--- src/rtl/sipo8_loader_pkg.sv ---
// Shared definitions for the serial-in/parallel-out byte loader: FSM encodings
// and the counter value that marks the eighth serial bit.
package sipo8_loader_pkg;

  typedef enum logic [1:0] {
    IDLE  = 2'b00,
    SHIFT = 2'b01,
    LOAD  = 2'b10
  } state_t;

  localparam logic [2:0] CNT_LAST = 3'd7;

endpackage

--- src/rtl/sipo8_loader_lib.sv ---
// Small shared-library primitives used by the loader: 3-bit counter,
// 8-bit D flip-flop and 8-bit 2:1 mux.
module cnt3 (
  input  logic       clk,
  input  logic       rst,
  input  logic       clr,
  input  logic       en,
  output logic [2:0] q
);

  always_ff @(posedge clk or posedge rst) begin
    if (rst) begin
      q <= 3'd0;
    end else if (clr) begin
      q <= 3'd0;
    end else if (en) begin
      q <= q + 3'd1;
    end
  end

endmodule

module dff8 (
  input  logic       clk,
  input  logic       rst,
  input  logic [7:0] d,
  output logic [7:0] q
);

  always_ff @(posedge clk or posedge rst) begin
    if (rst) begin
      q <= 8'h00;
    end else begin
      q <= d;
    end
  end

endmodule

module mux2x8 (
  input  logic       sel,
  input  logic [7:0] a,
  input  logic [7:0] b,
  output logic [7:0] y
);

  assign y = sel ? b : a;

endmodule

--- src/rtl/sipo8_loader.sv ---
// Collects eight serial bits into a byte and presents it with a one-cycle
// load strobe for a downstream enabled register.
module sipo8_loader
  import sipo8_loader_pkg::*;
#(
  parameter logic LSB_FIRST = 1'b1
) (
  input  logic       clk,
  input  logic       res,
  input  logic       start,
  input  logic       abort,
  input  logic       sin,
  output logic [7:0] data_out,
  output logic       load_en,
  output logic       busy,
  output logic [1:0] dbg_state
);

  state_t     state;
  logic [2:0] cnt;
  logic [7:0] sr;
  logic [7:0] sr_d;
  logic [7:0] shr;
  logic [7:0] shl;
  logic [7:0] shifted;
  logic [7:0] data_d;
  logic       shifting;
  logic       take;
  logic       cnt_clr;

  assign shr       = {sin, sr[7:1]};
  assign shl       = {sr[6:0], sin};
  assign shifting  = (state == SHIFT);
  // abort on the eighth bit wins: the byte is dropped and data_out holds
  assign take      = shifting && !abort && (cnt == CNT_LAST);
  assign cnt_clr   = (state != SHIFT) && start && !abort;
  assign dbg_state = state;

  mux2x8 u_dir_mux  (.sel(LSB_FIRST), .a(shl),      .b(shr),     .y(shifted));
  mux2x8 u_sr_mux   (.sel(shifting),  .a(sr),       .b(shifted), .y(sr_d));
  mux2x8 u_data_mux (.sel(take),      .a(data_out), .b(shifted), .y(data_d));

  dff8 u_sr   (.clk(clk), .rst(res), .d(sr_d),   .q(sr));
  dff8 u_data (.clk(clk), .rst(res), .d(data_d), .q(data_out));

  cnt3 u_cnt (.clk(clk), .rst(res), .clr(cnt_clr), .en(shifting), .q(cnt));

  always_ff @(posedge clk or posedge res) begin
    if (res) begin
      state   <= IDLE;
      load_en <= 1'b0;
      busy    <= 1'b0;
    end else begin
      case (state)
        IDLE: begin
          load_en <= 1'b0;
          if (start && !abort) begin
            state <= SHIFT;
            busy  <= 1'b1;
          end else begin
            busy  <= 1'b0;
          end
        end
        SHIFT: begin
          if (abort) begin
            state   <= IDLE;
            load_en <= 1'b0;
            busy    <= 1'b0;
          end else if (cnt == CNT_LAST) begin
            state   <= LOAD;
            load_en <= 1'b1;
            busy    <= 1'b1;
          end else begin
            load_en <= 1'b0;
            busy    <= 1'b1;
          end
        end
        LOAD: begin
          // strobe always ends here; a fresh start chains the next frame
          load_en <= 1'b0;
          if (start && !abort) begin
            state <= SHIFT;
            busy  <= 1'b1;
          end else begin
            state <= IDLE;
            busy  <= 1'b0;
          end
        end
        default: begin
          state   <= IDLE;
          load_en <= 1'b0;
          busy    <= 1'b0;
        end
      endcase
    end
  end

endmodule

--- config.mk ---
export PLATFORM = sky130hd
export DESIGN_NAME = sipo8_loader
export DESIGN_NICKNAME = d
export VERILOG_FILES = /design/src/rtl/sipo8_loader_pkg.sv /design/src/rtl/sipo8_loader_lib.sv /design/src/rtl/sipo8_loader.sv
export SDC_FILE = /design/constraint.sdc
export NUM_CORES = 1
export LEC_CHECK = 0
export BUFFER_PORTS_ARGS = -buffer_cell sky130_fd_sc_hd__buf_2
export CAP_MARGIN = 15
export CORE_UTILIZATION = 50
export CTS_BUF_LIST = sky130_fd_sc_hd__clkbuf_2
export DETAILED_ROUTE_END_ITERATION = 8
export PLACE_DENSITY_LB_ADDON = 0.08
export SYNTH_ARGS = -nofsm -noshare
export SYNTH_HDL_FRONTEND = slang
export SYNTH_SLANG_ARGS = --single-unit
--- constraint.sdc ---
create_clock -name clk -period 1.67 [get_ports clk]
set_clock_uncertainty 0.2 [all_clocks]
set_input_delay 0.2505 -clock clk [delete_from_list [all_inputs] [get_ports clk]]
set_output_delay 0.2505 -clock clk [all_outputs]
set_load 0.05 [all_outputs]
==> summary.txt <==
Final layout
  • Ant. Diodes: 0
  • Filler cells: 134
  • Layout Utilization: between 60% and 70%
  • Layout overhead on the synthesized area: 19.6%
  • Layout Nets: 102
  • Post-route cell area: ~1100 µm²
  • Share of cells above drive strength 1: 39.4%

Min path
  • Hold Path Sink: busy
  • Hold Path Origin: start
  • HP Class: in -> reg
  • Cells on Worst Hold Path: 3

Power and ir drop
  • Worst vdd ir: approximately 0.57 mV
  • Pwr Density: 1040 nW/µm²
  • Leak: between 0.5 and 0.6 nW

Run
  • Max-Cap Viols: 0

Yosys
  • Post-synth ARST share: 100%
  • Avg Cell Area, Syn: between 10 and 15 µm²
  • Sequential cell area fraction in the yosys report: roughly three fifths
  • Syn_nets: 77
  • Synth Instances: 70
  • Largest cells by area after synthesis: dfrtp_1 (61%), mux2_4 (13%), nand2_1 (8.8%)
  • Number of synthesized flops with an enable pin: 0
  • Share of the synthesized area in the top cell type: about three fifths
  • Syn Std Cell Area: 898 µm²
  • Synth top cells by count: dfrtp_1 (22), nand2_1 (21), mux2_4 (8)
  • Distinct cells, synth: 17
  • Count leader, synth: dfrtp_1
  • Synth area leader: dfrtp_1
  • Most used flip-flop cell after synthesis: dfrtp_1
  • Yosys reg bits: 22
  • Yosys warning total: 0

Critical path
  • Critical Path, Cell by Cell: ha_1 -> ha_2 -> and3_4 -> mux2_4
  • Worst path slowest cell: dfrtp_1
  • Crit path buf inv count: 0
  • Reg2Reg Depth: 4
  • R2r setup slk: ~0.033 ns
  • Startpoint Class: flip-flop
  • Critical path's largest stage delay: ~0.43 ns
  • Worst R2R End: u_data.q[2]
  • Crit-path max FO: 5
  • WP data arrival: approximately 1.7 ns
  • Crit path depth: 4
  • Reg2reg start: u_cnt.q[0]
  • Crit-path leading delay family: flip-flops
  • CP Capture Type: flip-flop
  • Crit path required time: approximately 1.7 ns
  • Setup Crit Path Kind: reg -> reg

STA
  • Hold Violations, Final: 0
  • # setup viols final: 0
  • Relative slew margins: between 70% and 80%
  • Tmin final: around 1.6 ns
  • Slew Viols, Final: 0
  • F_max: ~610 MHz
  • WHS: 0.0220 ns
  • RSZ-0062 raised after global routing: false
  • Fin crit share: between 90% and 100%
  • Worst Tran Pin Value: 0.303 ns
  • Setup TNS: 0 ns

Place
  • Routability cong.: 0.680
  • PortBufs: 16
  • DP Area: around 1000 µm²

Die
  • I/O pins: 17
  • Initial Util: 56.4%
  • Die area: a little under 2000 µm²
  • Die Width: around 44 µm
  • Die height: ~44 µm
  • Core ar.: between 1500 and 2000 µm²
  • FP Rows: 14

Route
  • Per-cell routed wire length: ~13 µm
  • Routed Antenna Nets: 0
  • Vias: around 580
  • Drc violations: 0
  • Drt first pass iters: 4
  • Avg Vias per Cell: between 4 and 5
  • Initial DRC count: 14
  • Routed wire length: ~1500 µm

Clock network
  • CTS Sinks: 22
  • TritonCTS Buffers: 3
  • CTS tree: yes
  • CTS H-tree lvls: 1
  • Cell chosen for the clock root: clkbuf_2
  • CTS Buffer Depth: 2
  • Clock transition at path regs: approximately 0.20 ns
  • Clock latency on the worst-skew pair: roughly 0.32 ns

Outcome
  • Status: finished clean

GRT
  • Pin count of the biggest net entering global routing: 23
  • Antenna violations before repair: 0
  • First-pass GRT wire length: 2490 µm
  • Vias in the first global route: 543
  • Total congestion overflow: 0
  • Tot GR Track Use: between 15 and 20%
-- cell families after synthesis --
logic type | synth area share, %
AND/OR/NAND/NOR | 14.2
flip-flops | 61.3
multiplexers | 14.6
AO/OA/AOI/OAI | 3.90
buffers and inverters | 3.20
adder cells (fa/ha/maj) | 2.79
-- worst max path at each step --
stage / endpoint / from / slack [ns]
after global routing: u_data.q[5] / u_cnt.q[0] / 0.009
after detailed placement: u_data.q[2] / u_cnt.q[0] / 0.05
final: u_data.q[2] / u_cnt.q[0] / 0.03
after CTS: u_data.q[2] / u_cnt.q[0] / 0.03
after floorplan: u_data.q[0] / dbg_state[0] / 0.007
after global placement: u_data.q[6] / u_cnt.q[0] / 0.08
-- flip-flops by register name, indices dropped and copies added (netlist names) --
signal,cells
u_data.q,8
u_sr.q,7
u_cnt.q,3
dbg_state,2
busy,1
load_en,1
-- area by class of cell --
class | instances | area (µm²) | share of cell area [%]
inverter | 2 | 7.51 | 0.698
tap | 24 | 30.0 | 2.79
clock buffer | 3 | 15.0 | 1.40
multi-input combinational | 44 | 333 | 31.0
timing repair buffer | 22 | 133 | 12.3
clock inverter | 1 | 3.75 | 0.349
sequential | 22 | 553 | 51.5
-- where the power goes --
part | internal, mW | total [mW] | switching [mW] | leakage (nW)
clock network | 0.0521 | 0.205 | 0.153 | 0.0140
logic | 0.0988 | 0.242 | 0.143 | 0.290
registers | 0.615 | 0.667 | 0.0523 | 0.292
total | 0.765 | 1.11 | 0.349 | 0.596
-- metal layers --
metal  GRT usage (%)  share of wire (%)  wire length [µm]  vias up
li1                -                  -                 -      277
met1            24.5                 47               715      277
met2            27.6                 48               724       16
met3            2.45                3.2                48        5
met4            9.09                1.8                27        0
met5               0                  0                 0        -
-- tightest hold or removal path: cells and delay by family --
family / cells / cell delay [ns]
buffers and inverters: 1 / 0.11
and+or+nand+nor: 1 / 0.10
AOI/OAI and AO/OA: 1 / 0.07
-- placed cells by master (no fill, tap or decap) --
master and n:
nor2b_4 1, a22o_1 2, inv_1 2, mux2_4 8, o21a_1 1, or2b_1 1
clkinv_1 1, dfrtp_1 20, clkbuf_2 3, nand2b_1 1, buf_2 16, nand2_1 21
ha_2 1, and3_1 1, a21oi_1 2, dlygate4sd3_1 3, ha_1 1, and3_4 2
nor2_1 1, mux2_2 1, dfrtp_2 2, buf_4 3
-- stage by stage --
stage          instances  power [mW]  worst slack (ns)
2_1_floorplan         70       0.847           0.00651
3_3_place_gp         109       0.897            0.0811
3_5_place_dp         109       0.907            0.0494
4_1_cts              116        1.11            0.0294
5_1_grt              118        1.19           0.00913
6_report             118        1.11            0.0328
-- repair_timing --
| action | CTS | global route |
|---|---|---|
| setup buffers | 0 | 1 |
| gates resized for setup | 0 | 2 |
| hold buffers | 3 | 0 |
| endpoints found under the setup margin | 0 | 6 |
| hold endpoints to repair | 26 | 0 |
No activity file was read; power rests on OpenSTA's default activity.
